<file path="src/rtl/mini_src_control_unit.sv">
// Hardwired control sequencer for the single-bus mini SRC datapath.
// Moore FSM stepping fetch/decode/execute with bounded memory waits.
`timescale 1ns/1ps
module mini_src_control_unit #(
   parameter int unsigned MEM_TIMEOUT = 15
) (
   input  logic        clk,
   input  logic        reset,
   input  logic [31:0] ir,
   input  logic        con_ff,
   input  logic        mem_ack,
   output logic [3:0]  Gra,
   output logic [3:0]  Grb,
   output logic [3:0]  Grc,
   output logic        Rin,
   output logic        Rout,
   output logic        BAout,
   output logic        Cout,
   output logic        PCout,
   output logic        PCin,
   output logic        IncPC,
   output logic        MARin,
   output logic        MDRin,
   output logic        MDRout,
   output logic        IRin,
   output logic        Yin,
   output logic        Zin,
   output logic        Zlowout,
   output logic        con_in,
   output logic        Read,
   output logic        Write,
   output logic [3:0]  alu_op,
   output logic        run,
   output logic        illegal,
   output logic        mem_err,
   output logic [2:0]  step
);

   typedef enum logic [3:0] {
      ST_RST, ST_T0, ST_T1, ST_T2, ST_T3,
      ST_T4, ST_T5, ST_T6, ST_T7, ST_HALT
   } state_t;

   localparam logic [4:0] OP_LD   = 5'b00000;
   localparam logic [4:0] OP_LDI  = 5'b00001;
   localparam logic [4:0] OP_ST   = 5'b00010;
   localparam logic [4:0] OP_ADD  = 5'b00011;
   localparam logic [4:0] OP_SUB  = 5'b00100;
   localparam logic [4:0] OP_AND  = 5'b00101;
   localparam logic [4:0] OP_OR   = 5'b00110;
   localparam logic [4:0] OP_ADDI = 5'b00111;
   localparam logic [4:0] OP_ANDI = 5'b01000;
   localparam logic [4:0] OP_ORI  = 5'b01001;
   localparam logic [4:0] OP_BR   = 5'b01010;
   localparam logic [4:0] OP_JR   = 5'b01011;
   localparam logic [4:0] OP_NOP  = 5'b11000;
   localparam logic [4:0] OP_HALT = 5'b11001;

   localparam logic [3:0] ALU_NONE = 4'd0;
   localparam logic [3:0] ALU_ADD  = 4'd1;
   localparam logic [3:0] ALU_SUB  = 4'd2;
   localparam logic [3:0] ALU_AND  = 4'd3;
   localparam logic [3:0] ALU_OR   = 4'd4;

   localparam logic [7:0] WAIT_LAST = 8'(MEM_TIMEOUT - 1);

   state_t     state;
   state_t     state_n;
   logic [7:0] wcnt;
   logic [4:0] op;
   logic       op_ld, op_ldi, op_st, op_br, op_jr;
   logic       op_nop, op_halt, op_alu3, op_imm;
   logic       op_mem, op_legal;
   logic [3:0] alu_sel;
   logic       in_wait;
   logic       timeout;
   logic       ga, gb, gc;
   logic       unused_ir;

   // Register fields are decoded by the datapath, not here.
   assign unused_ir = ^ir[26:0];

   assign op      = ir[31:27];
   assign op_ld   = (op == OP_LD);
   assign op_ldi  = (op == OP_LDI);
   assign op_st   = (op == OP_ST);
   assign op_br   = (op == OP_BR);
   assign op_jr   = (op == OP_JR);
   assign op_nop  = (op == OP_NOP);
   assign op_halt = (op == OP_HALT);
   assign op_alu3 = (op >= OP_ADD) && (op <= OP_OR);
   assign op_imm  = (op >= OP_ADDI) && (op <= OP_ORI);
   assign op_mem  = op_ld || op_ldi || op_st;
   assign op_legal = op_mem || op_alu3 || op_imm || op_br
                  || op_jr || op_nop || op_halt;

   always_comb begin
      alu_sel = ALU_NONE;
      unique case (1'b1)
         (op == OP_ADD) || (op == OP_ADDI): alu_sel = ALU_ADD;
         (op == OP_SUB):                    alu_sel = ALU_SUB;
         (op == OP_AND) || (op == OP_ANDI): alu_sel = ALU_AND;
         (op == OP_OR)  || (op == OP_ORI):  alu_sel = ALU_OR;
         default:                           alu_sel = ALU_NONE;
      endcase
   end

   assign in_wait = (state == ST_T1)
                 || ((state == ST_T6) && op_ld)
                 || ((state == ST_T7) && op_st);
   assign timeout = in_wait && !mem_ack && (wcnt == WAIT_LAST);

   always_ff @(posedge clk) begin
      if (reset) state <= ST_RST;
      else       state <= state_n;
   end

   // Counter is zero outside wait states, so it starts clean on entry.
   always_ff @(posedge clk) begin
      if (reset) begin
         wcnt    <= '0;
         mem_err <= 1'b0;
      end else begin
         if (in_wait && !mem_ack && !timeout) wcnt <= wcnt + 8'd1;
         else                                 wcnt <= '0;
         if (timeout) mem_err <= 1'b1;
      end
   end

   always_comb begin
      state_n = state;
      case (state)
         ST_RST: state_n = ST_T0;
         ST_T0:  state_n = ST_T1;
         ST_T1: begin
            if (mem_ack)      state_n = ST_T2;
            else if (timeout) state_n = ST_HALT;
         end
         ST_T2:  state_n = ST_T3;
         ST_T3: begin
            if (op_halt)
               state_n = ST_HALT;
            else if (op_jr || op_nop || !op_legal)
               state_n = ST_T0;
            else
               state_n = ST_T4;
         end
         ST_T4:  state_n = ST_T5;
         ST_T5: begin
            if (op_ld || op_st || op_br) state_n = ST_T6;
            else                         state_n = ST_T0;
         end
         ST_T6: begin
            if (op_ld) begin
               if (mem_ack)      state_n = ST_T7;
               else if (timeout) state_n = ST_HALT;
            end else if (op_st) begin
               state_n = ST_T7;
            end else begin
               state_n = ST_T0;
            end
         end
         ST_T7: begin
            if (op_st) begin
               if (mem_ack)      state_n = ST_T0;
               else if (timeout) state_n = ST_HALT;
            end else begin
               state_n = ST_T0;
            end
         end
         ST_HALT: state_n = ST_HALT;
         default: state_n = ST_RST;
      endcase
   end

   always_comb begin
      ga = 1'b0; gb = 1'b0; gc = 1'b0;
      Rin = 1'b0; Rout = 1'b0; BAout = 1'b0; Cout = 1'b0;
      PCout = 1'b0; PCin = 1'b0; IncPC = 1'b0; MARin = 1'b0;
      MDRin = 1'b0; MDRout = 1'b0; IRin = 1'b0;
      Yin = 1'b0; Zin = 1'b0; Zlowout = 1'b0; con_in = 1'b0;
      Read = 1'b0; Write = 1'b0;
      alu_op = ALU_NONE;
      run = 1'b0; illegal = 1'b0; step = 3'd0;
      case (state)
         ST_T0: begin
            run = 1'b1; step = 3'd0;
            PCout = 1'b1; MARin = 1'b1; IncPC = 1'b1; Zin = 1'b1;
         end
         ST_T1: begin
            run = 1'b1; step = 3'd1;
            Zlowout = 1'b1; PCin = 1'b1; Read = 1'b1; MDRin = 1'b1;
         end
         ST_T2: begin
            run = 1'b1; step = 3'd2;
            MDRout = 1'b1; IRin = 1'b1;
         end
         ST_T3: begin
            run = 1'b1; step = 3'd3;
            unique case (1'b1)
               op_mem: begin
                  gb = 1'b1; BAout = 1'b1; Yin = 1'b1;
               end
               op_alu3 || op_imm: begin
                  gb = 1'b1; Rout = 1'b1; Yin = 1'b1;
               end
               op_br: begin
                  ga = 1'b1; Rout = 1'b1; con_in = 1'b1;
               end
               op_jr: begin
                  ga = 1'b1; Rout = 1'b1; PCin = 1'b1;
               end
               !op_legal: illegal = 1'b1;
               default: ;
            endcase
         end
         ST_T4: begin
            run = 1'b1; step = 3'd4;
            unique case (1'b1)
               op_mem: begin
                  Cout = 1'b1; alu_op = ALU_ADD; Zin = 1'b1;
               end
               op_alu3: begin
                  gc = 1'b1; Rout = 1'b1; alu_op = alu_sel; Zin = 1'b1;
               end
               op_imm: begin
                  Cout = 1'b1; alu_op = alu_sel; Zin = 1'b1;
               end
               op_br: begin
                  PCout = 1'b1; Yin = 1'b1;
               end
               default: ;
            endcase
         end
         ST_T5: begin
            run = 1'b1; step = 3'd5;
            unique case (1'b1)
               op_ld || op_st: begin
                  Zlowout = 1'b1; MARin = 1'b1;
               end
               op_ldi || op_alu3 || op_imm: begin
                  Zlowout = 1'b1; ga = 1'b1; Rin = 1'b1;
               end
               op_br: begin
                  Cout = 1'b1; alu_op = ALU_ADD; Zin = 1'b1;
               end
               default: ;
            endcase
         end
         ST_T6: begin
            run = 1'b1; step = 3'd6;
            unique case (1'b1)
               op_ld: begin
                  Read = 1'b1; MDRin = 1'b1;
               end
               op_st: begin
                  ga = 1'b1; Rout = 1'b1; MDRin = 1'b1;
               end
               op_br: begin
                  Zlowout = con_ff; PCin = con_ff;
               end
               default: ;
            endcase
         end
         ST_T7: begin
            run = 1'b1; step = 3'd7;
            unique case (1'b1)
               op_ld: begin
                  MDRout = 1'b1; ga = 1'b1; Rin = 1'b1;
               end
               op_st: Write = 1'b1;
               default: ;
            endcase
         end
         default: ;
      endcase
   end

   assign Gra = {4{ga}};
   assign Grb = {4{gb}};
   assign Grc = {4{gc}};

endmodule

</file>
<file path="config.mk">
export PLATFORM = sky130hd
export DESIGN_NAME = mini_src_control_unit
export DESIGN_NICKNAME = d
export VERILOG_FILES = /design/src/rtl/mini_src_control_unit.sv
export SDC_FILE = /design/constraint.sdc
export NUM_CORES = 1
export LEC_CHECK = 0
export CORE_ASPECT_RATIO = 0.75
export CORE_MARGIN = 8
export CORE_UTILIZATION = 37
export CTS_CLUSTER_DIAMETER = 200
export CTS_CLUSTER_SIZE = 20
export DETAILED_ROUTE_END_ITERATION = 16
export PLACE_DENSITY = 0.87
export SLEW_MARGIN = 20
export SYNTH_ARGS = -nofsm -noshare
export SYNTH_HDL_FRONTEND = slang
export SYNTH_SLANG_ARGS = --single-unit
export TNS_END_PERCENT = 30
</file>
<file path="constraint.sdc">
create_clock -name clk -period 2.14 [get_ports clk]
set_input_delay 0.428 -clock clk [delete_from_list [all_inputs] [get_ports clk]]
set_output_delay 0.428 -clock clk [all_outputs]
set_load 0.005 [all_outputs]
</file>
# Yosys cells after proc, flatten, opt, wreduce, memory -nomap -nowiden
# Cells that the tools add are included.
[totals]
ff_bits = 13
latch_bits = 0
ramBits = 0
romBits = 0
in_bits = 36
out_inout_bits = 39
word_cells = 129
memories = 0
[op_classes]
add_sub_neg = 1
n_mul = 0
n_div = 0
magnitude_cmp = 4
n_eq_ne = 23
shifts = 0
muxes = 55
bitwise = 1
reduce_logical = 42
[op_table]
columns = ["op", "count"]
rows = [
  ["$pmux 4 s10", 1],
  ["$mux 4", 8],
  ["$mux 1", 27],
  ["$pmux 3 s7", 1],
  ["$eq 5x3->1 const B", 4],
  ["$eq 5x4->1 const B", 4],
  ["$logic_or 1x1->1", 20],
  ["$eq 4x3->1 const B", 4],
  ["$pmux 1 s2", 8],
  ["$reduce_or 2->1", 7],
  ["$pmux 1 s3", 4],
  ["$pmux 3 s2", 2],
  ["$pmux 3 s4", 1],
  ["$eq 5x2->1 const B", 2],
  ["$eq 5x5->1 const B", 2],
  ["$add 8x1->8 const B", 1],
  ["$eq 4x2->1 const B", 2],
  ["$eq 4x4->1 const B", 2],
  ["$eq 8x4->1 const B", 1],
  ["$reduce_or 8->1", 1],
  ["$logic_and 1x1->1", 7],
  ["$mux 3", 2],
  ["$reduce_or 3->1", 2],
  ["$eq 5x1->1 const B", 1],
  ["other kinds (10)", 12],
]

# Logic depth before layout (Yosys ltp)
# Gate-level depths: netlist of the first run.
[depth]
ltp_word = 14
mapped_depth = 7
mapped_depth_nobuf = 6

# Least setup slack after synthesis of the first run
# OpenSTA, ideal clock, no wires.
[synth_path]
path_type = "input-to-output"
start = "input ir[29]"
end = "output Gra[0]"
arrival_time_ns = 1.679
required_ns = 1.712
setup_slack_ns = 0.033
stages = 4
path_buffers = 1
path_cell_list = "or4_4 or3_1 o2111ai_1 buf_4"
[synth_between]
elab_chain_len = 6
word_cells_on_any_way = 19
classes_between = "order compare (4); eq/ne (4); mux (5); reduce/logical (6)"
[synth_rtl]
columns = ["item", "line", "rtl"]
rows = [
  ["start, declared", "9", "input logic [31:0] ir,"],
  ["$ge 5x2->1 / $le 5x3->1 (equally long branches)", "91", "assign op_alu3 = (op >= OP_ADD) && (op <= OP_OR);"],
  ["$logic_and 1x1->1", "91", ""],
  ["$logic_or 1x1->1 (2 in a row)", "241", "op_ldi || op_alu3 || op_imm: begin"],
  ["$mux 1", "237", "unique case (1'b1)"],
  ["$pmux 1 s4 (*)", "185", "case (state)"],
  ["end, declared", "12", "output logic [3:0] Gra,"],
]
# Mark *: on every way between the ends. The rest lies on a longest branch, timed or not.

# Final worst setup path of the first run
[layout_path]
start = "register state[2]"
end = "output Zlowout"
[layout_between]
elab_chain_len = 2
word_cells_on_any_way = 4
classes_between = "eq/ne (3); mux (1)"
[layout_rtl]
columns = ["item", "line", "rtl"]
rows = [
  ["start, declared", "67", "state_t state;"],
  ["start signal, assigned", "115", "else state <= state_n;"],
  ["$eq 4x3->1 / $eq 4x2->1 (equally long branches)", "185", ""],
  ["$pmux 1 s3 (*)", "185", ""],
  ["end, declared", "28", "output logic Zlowout,"],
]
# Marks and branches as above.

==> results by stage, run 1 <==
Synth:
- Yosys printed 0 warnings.
- Counting flops and latches in the post-synthesis netlist gives 13.
- Synthesis handed over a netlist of roughly 210 instances.
- The number of distinct library cell variants in the gate-level netlist after synthesis is 53.
- In the synthesized netlist, the cells that appear most often are sky130_fd_sc_hd__nor3_1, sky130_fd_sc_hd__buf_4, sky130_fd_sc_hd__dfxtp_1, sky130_fd_sc_hd__nor2_1.
- The cell area that synthesis handed to floorplanning was roughly 0.0015 mm².
- Of the synthesized area, sequential elements account for 0.176.
- The cell accounting for the most synthesized area is sky130_fd_sc_hd__dfxtp_1.
- Among all flip-flop cells after synthesis, the most frequent one is sky130_fd_sc_hd__dfxtp_1.
- Sorting the synthesized cells by area gives the leading types as sky130_fd_sc_hd__dfxtp_1, sky130_fd_sc_hd__buf_4, sky130_fd_sc_hd__nor3_1, sky130_fd_sc_hd__nand2b_1, sky130_fd_sc_hd__a21oi_1.
- The top-area cell type share of the netlist area is 0.176.
- The number of enable flip-flop cells after synthesis is 0.
- In this run the mean area of a mapped cell was 7.08 µm².
- The share of async-settable or async-resettable flops after synthesis is 0.
- In the post-synthesis netlist, the cell with the most instances is sky130_fd_sc_hd__nor3_1.
- The total nets after synthesis is between 200 and 250.

Drt:
- The detailed router finished its first iteration with 432 violations.
- After detailed routing, the number of remaining DRC violations is 0.
- Summing over every cut layer, the via total after detailed routing is around 2300.
- Once detail routing completed, the nets flagged for antenna violations numbered 0.
- In the final routed layout, each cell accounts on average for between 20 and 25 µm.
- The met1 wire length is between 2 and 3 mm.
- The first detailed-routing pass took 6 iterations.
- The routed length on met3 is ~980 µm.
- The final layout contains routed wiring with a total length of approximately 7.5 mm.
- In the detailed route, the total length drawn on met2 is 3.34 mm.
- After detailed routing, no signal wire sits above met4.
- The number of vias per cell is ~6.3.

STA:
- In the final timing run, aggregate negative setup slack is -1290 ps.
- The total count of max-transition violations in the final report is 0.
- The smallest hold slack is about 530 ps.
- For the pin with the worst max-slew slack, the measured transition is 637 ps.
- The final number of hold-violating endpoints is 0.
- The fmax is roughly 0.43 GHz.
- The relative max-transition margin is 0.569.
- The portion of the clock cycle consumed by the worst path in the final layout is 1.09.
- Counting I/O delays and the setup requirement, the final critical path takes roughly 2300 ps.
- The setup skew after layout is approximately 6.2 ps.
- The least setup slack across all paths after layout is -185 ps.
- Setup repair after global routing could not meet its margin everywhere.
- Setup violations remaining at the end of the flow were counted as 18.

Clock network:
- The CTS tree is built.
- The root cell of the clock tree is sky130_fd_sc_hd__clkbuf_8.
- The number of clock sinks seen by CTS is 13.
- Counting the buffers created by CTS gives 3.
- The clock latency at the later pin of the worst-skew pair is around 250 ps.
- Clock-pin slew was measured on the worst setup and hold paths at around 50 ps.
- Buffers inserted to repair hold after CTS numbered 0.
- The maximum buffer depth of the clock tree is 2.
- CTS built an H-tree with a depth of 1.

Cells and area:
- The repair_antennas step left the layout with diodes totalling 0.
- In the final layout, the share of cells above drive strength 1 is 0.469.
- For this run, the number of standard cells in the final layout without fillers is 364.
- The final net count is between 300 and 400.
- The area growth from synthesis to layout is 82.6%.

Critical path:
- The category of the worst setup path capture point is a primary output.
- Setup slack on the worst reg-to-reg path comes out at around 90 ps.
- Data on the critical path is required at its endpoint by about 1700 ps.
- The most numerous cell type found on the critical path is sky130_fd_sc_hd__buf_4.
- The classification of the worst setup path is reg2out.
- In this run the worst path has a maximum fanout of 6.
- At the worst endpoint, the arrival time is between 1500 and 2000 ps.
- Traced cell by cell, the critical path runs through buf_6 > buf_4 > and4b_2 > buf_4 > a32oi_1 > nand2_1 > clkdlybuf4s15_2.
- The cell at the slowest stage of the critical path is sky130_fd_sc_hd__dfxtp_4.
- STA classifies the critical path startpoint as a flop.
- The worst stage delay on the critical path is approximately 370 ps.

Outcome:
- The run finished, with violations left.
- The checks that failed: negative setup slack.

Power:
- The power density over the cells is approximately 380 mW/mm².
- The worst-case IR drop observed on VDD is around 0.00028 V.
- The total design power is about 0.001 W.
- The analysis attributes to cell leakage a power of 1.31 nW.

Floorplanning:
- The floorplan step defined a die boundary enclosing about 0.0063 mm².
- Measured along the x axis, the die boundary spans 89.0 µm.
- The height of the die is 70.8 µm.
- The initial core utilization is 0.374.
- The floorplan has 20 rows.
- In this run the count of I/O pins placed on the die edge is 75.
- The core region is 0.00395 mm².

Place:
- The HPWL after detailed placement is 3.86 mm.
- The instance count after placement with tap cells included is around 330.
- The congestion estimate from routability-driven global placement came to 0.914.
- Port buffering added 46 buffers.

GRT:
- The number of global-route vias before repair came to around 2000.
- After global routing the overflow that remains totals 0.
- The global-route wire length before repair is approximately 10 mm.
- Entering global routing, the biggest net connects 20 pins.
- The initial antenna violation count came to 0.
- In the global route stage, overall resource usage came out at 0.196.

Hold path:
- The min-delay analysis places its worst path in the category reg2reg.

Job:
- Max-cap violations in this run came to 0.
layer usage:
layer  GRT usage  vias up
met5           0        -
met1       0.257     1033
met2       0.296      230
met4      0.0717        0
li1            -      954
met3      0.0544       81
worst max-delay path, delay by kind of cell (launching register included):
kind | cells | cell delay [ps]
AND/OR/NAND/NOR | 2 | 360
AO/OA/AOI/OAI | 1 | 270
flip-flops | 1 | 370
buffers and inverters | 4 | 650
through the flow:
stage                     setup slack (ps)  instance area [µm²]   util
final                                 -185                 2700  0.684
after CTS                             -174                 2530  0.641
after global routing                  -219                 2700  0.684
after global placement                -772                 2230  0.565
after floorplan                       33.2                 1480      -
after detailed placement              -808                 2230  0.565
cell type report:
cell class                      count  area [µm²]
Clock buffer                        4        45.0
Fill cell                         307        1250
Inverter                            6        22.5
Multi-Input combinational cell    161        1220
Sequential cell                    13         268
Tap cell                           55        68.8
Timing Repair Buffer              125        1070
cells by family (layout without fill, tap and decap cells):
| logic type | count (synthesis) | in the layout | synth area share |
|---|---|---|---|
| simple gates | 100 | 100 | 0.399 |
| compound gates | 50 | 50 | 0.232 |
| buf+inv | 35 | 135 | 0.127 |
| flops | 13 | 13 | 0.176 |
| xor+xnor | 8 | 8 | 0.0473 |
| fa+ha+maj | 2 | 2 | 0.0169 |
| other cells | 1 | 1 | 0.00253 |
flip-flops by register name (all words and copies together), names as in the netlist:
signal	cells
mem_err	1
wcnt	8
state	4
path summary, 6_finish.rpt:
check | start | to | cells after the start
min | mem_err | mem_err | 2
min reg2reg | mem_err | mem_err | 2
max reg2reg | state[3] | mem_err | 6
max | state[2] | Zlowout | 7
layout by cell type, fill, tap and decap left out, drive strengths merged, types with 6 or more instances in the layout:
cell,Yosys,layout
dlymetal6s2s,0,6
clkdlybuf4s50,0,6
dfxtp,13,13
a21oi,12,12
nand3,8,8
buf,18,97
nand2,11,11
clkdlybuf4s15,0,6
inv,6,6
nor3,21,21
dlygate4sd2,0,8
xor2,6,6
nor2,13,13
o21ai,12,12
nand2b,12,12
report_power, final:
group	switching, W	total, W	internal [W]
combinational	0.000269	0.000547	0.000278
sequential	0.0000104	0.000262	0.000252
clock	0.0000887	0.000220	0.000132
total	0.000368	0.00103	0.000661
repair_timing:
item	4_1_cts	5_1_grt
buffers inserted	16	10
pin swaps	13	7
gates resized for setup	139	38
endpoints found under the setup margin	37	31
gates cloned	1	0
(Power assumes the default switching activity.)
==> run 2, diff against run 1 <==
--- a/config.mk
+++ b/config.mk
@@ -6,12 +6,13 @@
 export NUM_CORES = 1
 export LEC_CHECK = 0
 export CORE_ASPECT_RATIO = 0.75
-export CORE_MARGIN = 8
-export CORE_UTILIZATION = 37
+export CORE_UTILIZATION = 54
 export CTS_CLUSTER_DIAMETER = 200
 export CTS_CLUSTER_SIZE = 20
 export DETAILED_ROUTE_END_ITERATION = 16
-export PLACE_DENSITY = 0.87
+export DONT_BUFFER_PORTS = 1
+export MAX_ROUTING_LAYER = met4
+export PLACE_DENSITY = 0.81
 export SLEW_MARGIN = 20
 export SYNTH_ARGS = -nofsm -noshare
 export SYNTH_HDL_FRONTEND = slang
==> results by stage, run 2 (synthesis results as in run 1) <==
Critical path:
- The data arrival time at the worst-slack endpoint came to 1660 ps (-240 ps).
- The kind of cell adding the most delay to the critical path is simple AND/OR/NAND/NOR gates.
- The reg-to-reg endpoint is wcnt[4].
- The setup slack of the worst register-to-register path is 480 ps (+390 ps).
- The cell at the slowest stage of the critical path is sky130_fd_sc_hd__or4b_4.
- Traced cell by cell, the critical path runs through or4b_4 > or3_4 > nand2b_1.
- The launch instance of the worst register-to-register path is state[3].
- The worst stage delay on the critical path came to 550 ps (+180 ps).
- The data required time of the worst path was 1710 ps (about the same).
- The worst reg2reg path depth is 5 (-1).
- STA classifies the critical path endpoint as a primary output.
- The peak fanout along the critical path is 3 (-3).
- The critical path is of the reg2out type.
- The critical path buffer and inverter count is 0 (-4).
- The worst setup path is launched from a flop.

Hold path:
- The min-delay analysis places its worst path in the category in2reg.
- The worst hold path depth came to 1 (-1).
- The endpoint of the worst hold path is mem_err.
- The worst hold path begins at reset.

STA:
- The final setup TNS is 0 ps (+1290 ps).
- The final number of hold-violating endpoints is 0 (unchanged).
- The transition time at the pin with the least slew margin is 611 ps (-26.1 ps).
- The total count of max-transition violations in the final report is 0 (unchanged).
- The portion of the clock cycle consumed by the worst path in the final layout is 0.975 (-0.112).
- The relative max-transition margin came to 0.589 (+0.0196).
- The setup skew after layout was 2.62 ps (-3.58 ps).
- The fmax is 0.479 GHz (+11%).
- The minimum clock period after layout is 2090 ps (-239 ps).
- The least setup slack across all paths after layout is 54.4 ps (+239 ps).
- The number of setup violations in the final report is 0 (-18).

Cells and area:
- The register containing the most flip-flops in the final layout is wcnt.
- The commonest non-fill, non-tap cell in the layout is sky130_fd_sc_hd__nor3_1.
- The diode insertion count for antenna repair was 0 (unchanged).
- The fraction of final layout cells with drive strength greater than 1 is 0.186 (-0.283).
- The final net count is 238 (-32%).
- The final design area excluding fillers came to 0.00158 mm² (-42%).
- The area growth from synthesis to layout is 6.51%.
- The number of standard cells in the layout, taps in and fillers out is 235 (-35%).
- The largest registers in the layout are wcnt x8, state x4, mem_err x1.
- The library cells used most frequently in the layout, excluding fill and tap cells, are sky130_fd_sc_hd__nor3_1, sky130_fd_sc_hd__buf_4, sky130_fd_sc_hd__a21oi_1, sky130_fd_sc_hd__nand2b_1.
- The flip-flop count of the largest register, all copies and words added came to 8 (unchanged).

Floorplanning:
- The floorplan row count is 16 (-20%).
- The standard cell core area is 0.00260 mm² (-34%).
- The height of the die is 47.3 µm (-33%).
- The number of top-level pins is 75 (unchanged).
- The overall die area is 0.00296 mm² (-53%).
- The initial core utilization is 0.569 (+0.194).
- The horizontal extent of the die came to 62.5 µm (-30%).

Drt:
- The routed via count came to 1556 (-32%).
- The number of DRC markers in iteration 0 is 113 (-74%).
- The number of antenna-violating nets in the routed design is 0 (unchanged).
- The number of vias per cell is 6.62 (+4.9%).
- The final routed DRC violation total is 2 (+2).
- The wire length after detailed routing is 4.07 mm (-46%).
- The wire length per cell is 17.3 µm (-16%).
- The count of TritonRoute iterations in the first routing pass is 10 (+4).

Outcome:
- The final reports fail on design-rule violations.
- The run finished, with violations left.

Clock network:
- The clock-pin slew on the worst setup and hold paths is 70 ps (+20 ps).
- The depth of the CTS H-tree was 1 (unchanged).
- The tree is rooted in a sky130_fd_sc_hd__clkbuf_4.
- The number of buffers inserted by post-CTS setup repair was 0 (-16).
- TritonCTS built the clock tree.
- The number of buffers created by CTS is 3 (unchanged).
- The maximum buffer depth of the clock tree is 2 (unchanged).
- The number of buffers inserted by hold repair at cts is 0 (unchanged).
- The number of clock sinks seen by CTS is 13 (unchanged).
- The clock latency at the later pin of the worst-skew pair came to 280 ps (+30 ps).

Power:
- The net switching power is 0.000240 W (-35%).
- The power density over the cells came to 425 mW/mm² (+12%).
- The maximum resistive drop on vdd is 0.000299 V (+7.8%).
- The register share of total power was 0.383 (+0.128).
- The leakage power is 0.569 nW (-57%).
- The total design power is 0.000670 W (-35%).
- The relative contribution of combinational cells to total power is 0.393 (-0.138).
- The internal power summed over all cells is 0.000430 W (-35%).
- The proportion of power drawn by the clock network was 0.225 (+0.011).
- The switching share of power is 0.358 (+0.000645).

Place:
- The setup slack at placement was 125 ps (+933 ps).
- The standard cell area after detailed placement is 0.00147 mm² (-34%).
- The post-DP HPWL is 3.05 mm (-21%).
- The instance count after placement with tap cells included came to 231 (-31%).
- The last weighted congestion value of the routability-driven placer is 0.954 (+4.3%).
- The number of I/O port buffers is 0 (-100%).

GRT:
- The initial antenna violation count is 0 (unchanged).
- The number of global-route vias before repair is 1339 (-32%).
- The total routing usage reported by global routing is 0.295 (+0.0984).
- The global-route wire length before repair was 6.48 mm (-35%).
- The maximum number of pins on one net before global-route repair was 24 (+20%).
- The final global-route overflow total came to 0 (unchanged).

Job:
- The number of violations of the max-capacitance limit is 0 (unchanged).
-- run 2: cell types whose count changed in the layout (fill, tap and decap cells not counted), moves of 6 or more --
cell                              change
sky130_fd_sc_hd__clkdlybuf4s50_1      -6
sky130_fd_sc_hd__dlymetal6s2s_1       -6
sky130_fd_sc_hd__dlygate4sd2_1        -8
sky130_fd_sc_hd__buf_2               -14
sky130_fd_sc_hd__buf_4               -54
sky130_fd_sc_hd__buf_6               -12
-- run 2: cell type report --
class | count | area (µm²)
clock buffer | 4 | 26.3
fill | 248 | 1030
inverter | 6 | 22.5
multi-input combinational | 161 | 1100
sequential | 13 | 265
tap | 36 | 45.0
timing repair buffer | 15 | 120
-- run 2: worst max path at each step --
stage | startpoint | endpoint | slack (ps) | cells past startpoint
2_1_floorplan | ir[29] | Gra[0] | 30 | 4
3_5_place_dp | ir[29] | Gra[1] | 130 | 3
4_1_cts | state[2] | Gra[1] | 4 | 3
5_1_grt | state[3] | Rout | -10 | 6
3_3_place_gp | ir[29] | Gra[1] | 130 | 3
6_report | state[1] | MDRout | 50 | 3
-- run 2: stage by stage --
stage | utilization | hold slack [ps]
after global placement | 0.566 | 454
after CTS | 0.585 | 201
after detailed placement | 0.566 | 457
after global routing | 0.606 | 189
final | 0.606 | 207
after floorplan | - | 436
-- run 2: worst register-to-register path: cells and delay by family, from the launching register on --
kind / cells / cell delay, ps
and+or+nand+nor: 3 / 930
DFF: 1 / 370
buffers and inverters: 1 / 170
AOI/OAI and AO/OA: 1 / 110
-- run 2: repair_timing --
item / 4_1_cts / 5_1_grt
resized for setup: 7 / 16
endpoints found under the hold margin: 0 / 0
setup endpoints to repair: 12 / 19
-- run 2: power groups by stage --
stage / registers [W] / clock network (W) / logic (W)
floorplan: 0.000261 / 0 / 0.000195
global placement: 0.000261 / 0 / 0.000234
detailed placement: 0.000261 / 0 / 0.000241
CTS: 0.000255 / 0.000154 / 0.000244
global route: 0.000258 / 0.000167 / 0.000289
finish: 0.000256 / 0.000151 / 0.000263
-- run 2: metal layers --
metal / vias to the layer above / part of all wire / track usage
met5: - / 0 / -
met4: 0 / 0.0074 / 0.0558
met3: 8 / 0.10 / 0.0680
met2: 78 / 0.42 / 0.443
met1: 728 / 0.47 / 0.403
li1: 742 / - / -
==> run 3, diff against run 2 <==
--- a/config.mk
+++ b/config.mk
@@ -6,13 +6,14 @@
 export NUM_CORES = 1
 export LEC_CHECK = 0
 export CORE_ASPECT_RATIO = 0.75
-export CORE_UTILIZATION = 54
+export CORE_UTILIZATION = 44
+export CTS_BUF_LIST = sky130_fd_sc_hd__clkbuf_8
 export CTS_CLUSTER_DIAMETER = 200
 export CTS_CLUSTER_SIZE = 20
 export DETAILED_ROUTE_END_ITERATION = 16
 export DONT_BUFFER_PORTS = 1
 export MAX_ROUTING_LAYER = met4
-export PLACE_DENSITY = 0.81
+export PLACE_DENSITY = 0.7
 export SLEW_MARGIN = 20
 export SYNTH_ARGS = -nofsm -noshare
 export SYNTH_HDL_FRONTEND = slang
==> results by stage, run 3 (synthesis results as in run 1) <==
Cells and area:
- In the layout the commonest cells are sky130_fd_sc_hd__nor3_1, sky130_fd_sc_hd__nor2_1, sky130_fd_sc_hd__a21oi_1, sky130_fd_sc_hd__nand2b_1, sky130_fd_sc_hd__dfxtp_1.
- From synthesis to final layout, the design area changed by 4.40%.
- The register containing the most flip-flops in the final layout is wcnt.
- The fraction of final layout cells with drive strength greater than 1 was 0.147 (-0.0387).
- The final design area excluding fillers is 0.00155 mm² (-2.0%).
- In the final layout, the registers with the most flip-flops are wcnt x8, state x4, mem_err x1.
- The number of fill cells is 318 (+28%).
- Leaving out fill and tap cells, the most frequent cell in the layout is sky130_fd_sc_hd__nor3_1.
- The diode insertion count for antenna repair is 0 (unchanged).
- The final net count is 236 (-0.84%).
- The flip-flop count of the largest register, all copies and words added is 8 (unchanged).

STA:
- The portion of the clock cycle consumed by the worst path in the final layout is 0.981 (+0.00657).
- The smallest hold slack was 254 ps (+46.6 ps).
- The transition time at the pin with the least slew margin is 531 ps (-79.3 ps).
- The final number of hold-violating endpoints is 0 (unchanged).
- The fmax is 0.476 GHz (-0.67%).
- The relative max-transition margin is 0.641 (+0.0521).
- The number of setup violations in the final report came to 0 (unchanged).
- Setup repair after global routing left no endpoint under its margin.
- The setup skew after layout is 2.13 ps (-0.493 ps).
- The total count of max-transition violations in the final report was 0 (unchanged).
- The final setup TNS was 0 ps (unchanged).
- The minimum clock period after layout is 2100 ps (+14.1 ps).

Clock network:
- The root cell of the clock tree is sky130_fd_sc_hd__clkbuf_8.
- The clock latency at the later pin of the worst-skew pair is 240 ps (-40 ps).
- The number of clock sinks seen by CTS is 13 (unchanged).
- The depth of the CTS H-tree is 1 (unchanged).
- TritonCTS built the clock tree.
- The maximum buffer depth of the clock tree came to 2 (unchanged).
- The number of buffers created by CTS was 3 (unchanged).
- The clock-pin slew on the worst setup and hold paths is 50 ps (-20 ps).
- The number of buffers inserted by post-CTS setup repair was 0 (unchanged).
- The number of buffers inserted by hold repair at cts is 0 (unchanged).

Critical path:
- The worst reg2reg path depth is 5 (unchanged).
- The setup slack of the worst register-to-register path is 390 ps (-90 ps).
- The endpoint identified for the worst register-to-register timing path is state[3].
- The startpoint identified for the worst register-to-register timing path is state[1].
- The worst stage delay on the critical path is 550 ps (about the same).
- The data arrival time at the worst-slack endpoint was 1670 ps (about the same).
- The kind of cell adding the most delay to the critical path is simple AND/OR/NAND/NOR gates.
- The classification of the worst setup path is reg2out.
- STA classifies the critical path endpoint as a primary output.
- The critical path goes through or4b_1 > or3_4 > o2111ai_2.
- STA classifies the critical path startpoint as a flop.
- The data required time of the worst path is 1710 ps (about the same).
- The peak fanout along the critical path is 8 (+5).
- The critical path buffer and inverter count was 0 (unchanged).
- The slowest stage of the critical path belongs to the cell sky130_fd_sc_hd__or4b_1.

Power:
- The power density over the cells is 457 mW/mm² (+7.5%).
- The total design power came to 0.000706 W (+5.4%).
- The maximum resistive drop on vdd was 0.000225 V (-25%).
- The leakage power came to 0.563 nW (-0.97%).

Floorplanning:
- The number of top-level pins is 75 (unchanged).
- The height of the die is 52.2 µm (+10%).
- The initial core utilization is 0.483 (-0.0855).
- The overall die area is 0.00360 mm² (+22%).
- The floorplan row count came to 17 (+1).
- The horizontal extent of the die is 69.0 µm (+10%).
- The standard cell core area is 0.00306 mm² (+18%).

GRT:
- The maximum number of pins on one net before global-route repair is 24 (unchanged).
- The final global-route overflow total came to 0 (unchanged).
- The number of global-route vias before repair is 1282 (-4.3%).
- The global-route wire length before repair is 6.06 mm (-6.5%).
- The total routing usage reported by global routing is 0.228 (-0.0669).
- The initial antenna violation count came to 0 (unchanged).

Hold path:
- For hold timing, the worst endpoint is mem_err.
- The worst hold path depth is 1 (unchanged).
- The startpoint identified for the worst hold timing path is reset.
- The class of the worst hold path is in2reg.

Outcome:
- The flow ran to the end, and the final reports show no timing, DRC or antenna violations.

Drt:
- The wire length per cell is 16.0 µm (-7.5%).
- The wire length after detailed routing was 3.77 mm (-7.5%).
- The number of vias per cell came to 6.36 (-3.9%).
- The number of DRC markers in iteration 0 came to 129 (+14%).
- The routed via count is 1495 (-3.9%).
- The count of TritonRoute iterations in the first routing pass is 5 (-5).
- The final routed DRC violation total came to 0 (-2).
- The number of antenna-violating nets in the routed design is 0 (unchanged).

Place:
- The last weighted congestion value of the routability-driven placer is 0.955 (+0.16%).
- The post-DP HPWL came to 2.77 mm (-9.0%).
- The number of I/O port buffers came to 0 (unchanged).
- The standard cell area after detailed placement came to 0.00147 mm² (unchanged).

Job:
- The number of violations of the max-capacitance limit was 0 (unchanged).
==> run 3: changes by cell type in the layout (fill, tap and decap cells not counted), moves of 2 or more <==
cell and delta:
sky130_fd_sc_hd__buf_4 -2, sky130_fd_sc_hd__clkbuf_4 -3, sky130_fd_sc_hd__clkbuf_8 +3, sky130_fd_sc_hd__nand2_1 +2
sky130_fd_sc_hd__nand2_2 -2, sky130_fd_sc_hd__o21ai_0 +2, sky130_fd_sc_hd__o21ai_1 -2, sky130_fd_sc_hd__or4b_1 +2
sky130_fd_sc_hd__or4b_4 -2
==> run 3: layout make-up <==
cell class                 instances  area, µm²  area share
sequential                        13        262       0.169
timing repair buffer              13        114      0.0737
clock inverter                     1       3.75     0.00243
multi-input combinational        161       1050       0.683
tap                               38       47.5      0.0308
inverter                           6       22.5      0.0146
clock buffer                       3       41.3      0.0267
==> run 3: power by group <==
part	total [W]	switching [W]	internal, W
registers	0.000259	0.00000810	0.000250
clock network	0.000206	0.0000803	0.000126
logic	0.000241	0.000142	0.0000998
==> run 3: worst max path at each step <==
stage,startpoint,end,slack [ps],cells after the start
6_report,state[2],Gra[1],40,3
3_3_place_gp,ir[29],Gra[0],130,3
5_1_grt,state[2],Gra[0],3,3
3_5_place_dp,ir[29],Gra[1],120,3
2_1_floorplan,ir[29],Gra[0],30,4
4_1_cts,state[2],Gra[1],20,3
==> run 3: timing repair <==
item,in CTS,in global routing
gates resized for setup,3,5
pin swaps,0,0
endpoints found under the hold margin,0,0
endpoints found under the setup margin,4,13
gates cloned,0,0
==> run 3: metrics by stage <==
stage | cells | utilization | setup slack (ps)
after global routing | 235 | 0.504 | 3.09
final | 235 | 0.504 | 40.4
after global placement | 231 | 0.481 | 129
after CTS | 235 | 0.500 | 24.3
after detailed placement | 231 | 0.481 | 123
after floorplan | 209 | - | 33.2
==> run 3: metal layers <==
layer | track usage | wire, µm
met3 | 0.107 | 459
met2 | 0.277 | 1470
met1 | 0.337 | 1830
met5 | - | 0
met4 | 0.0306 | 6
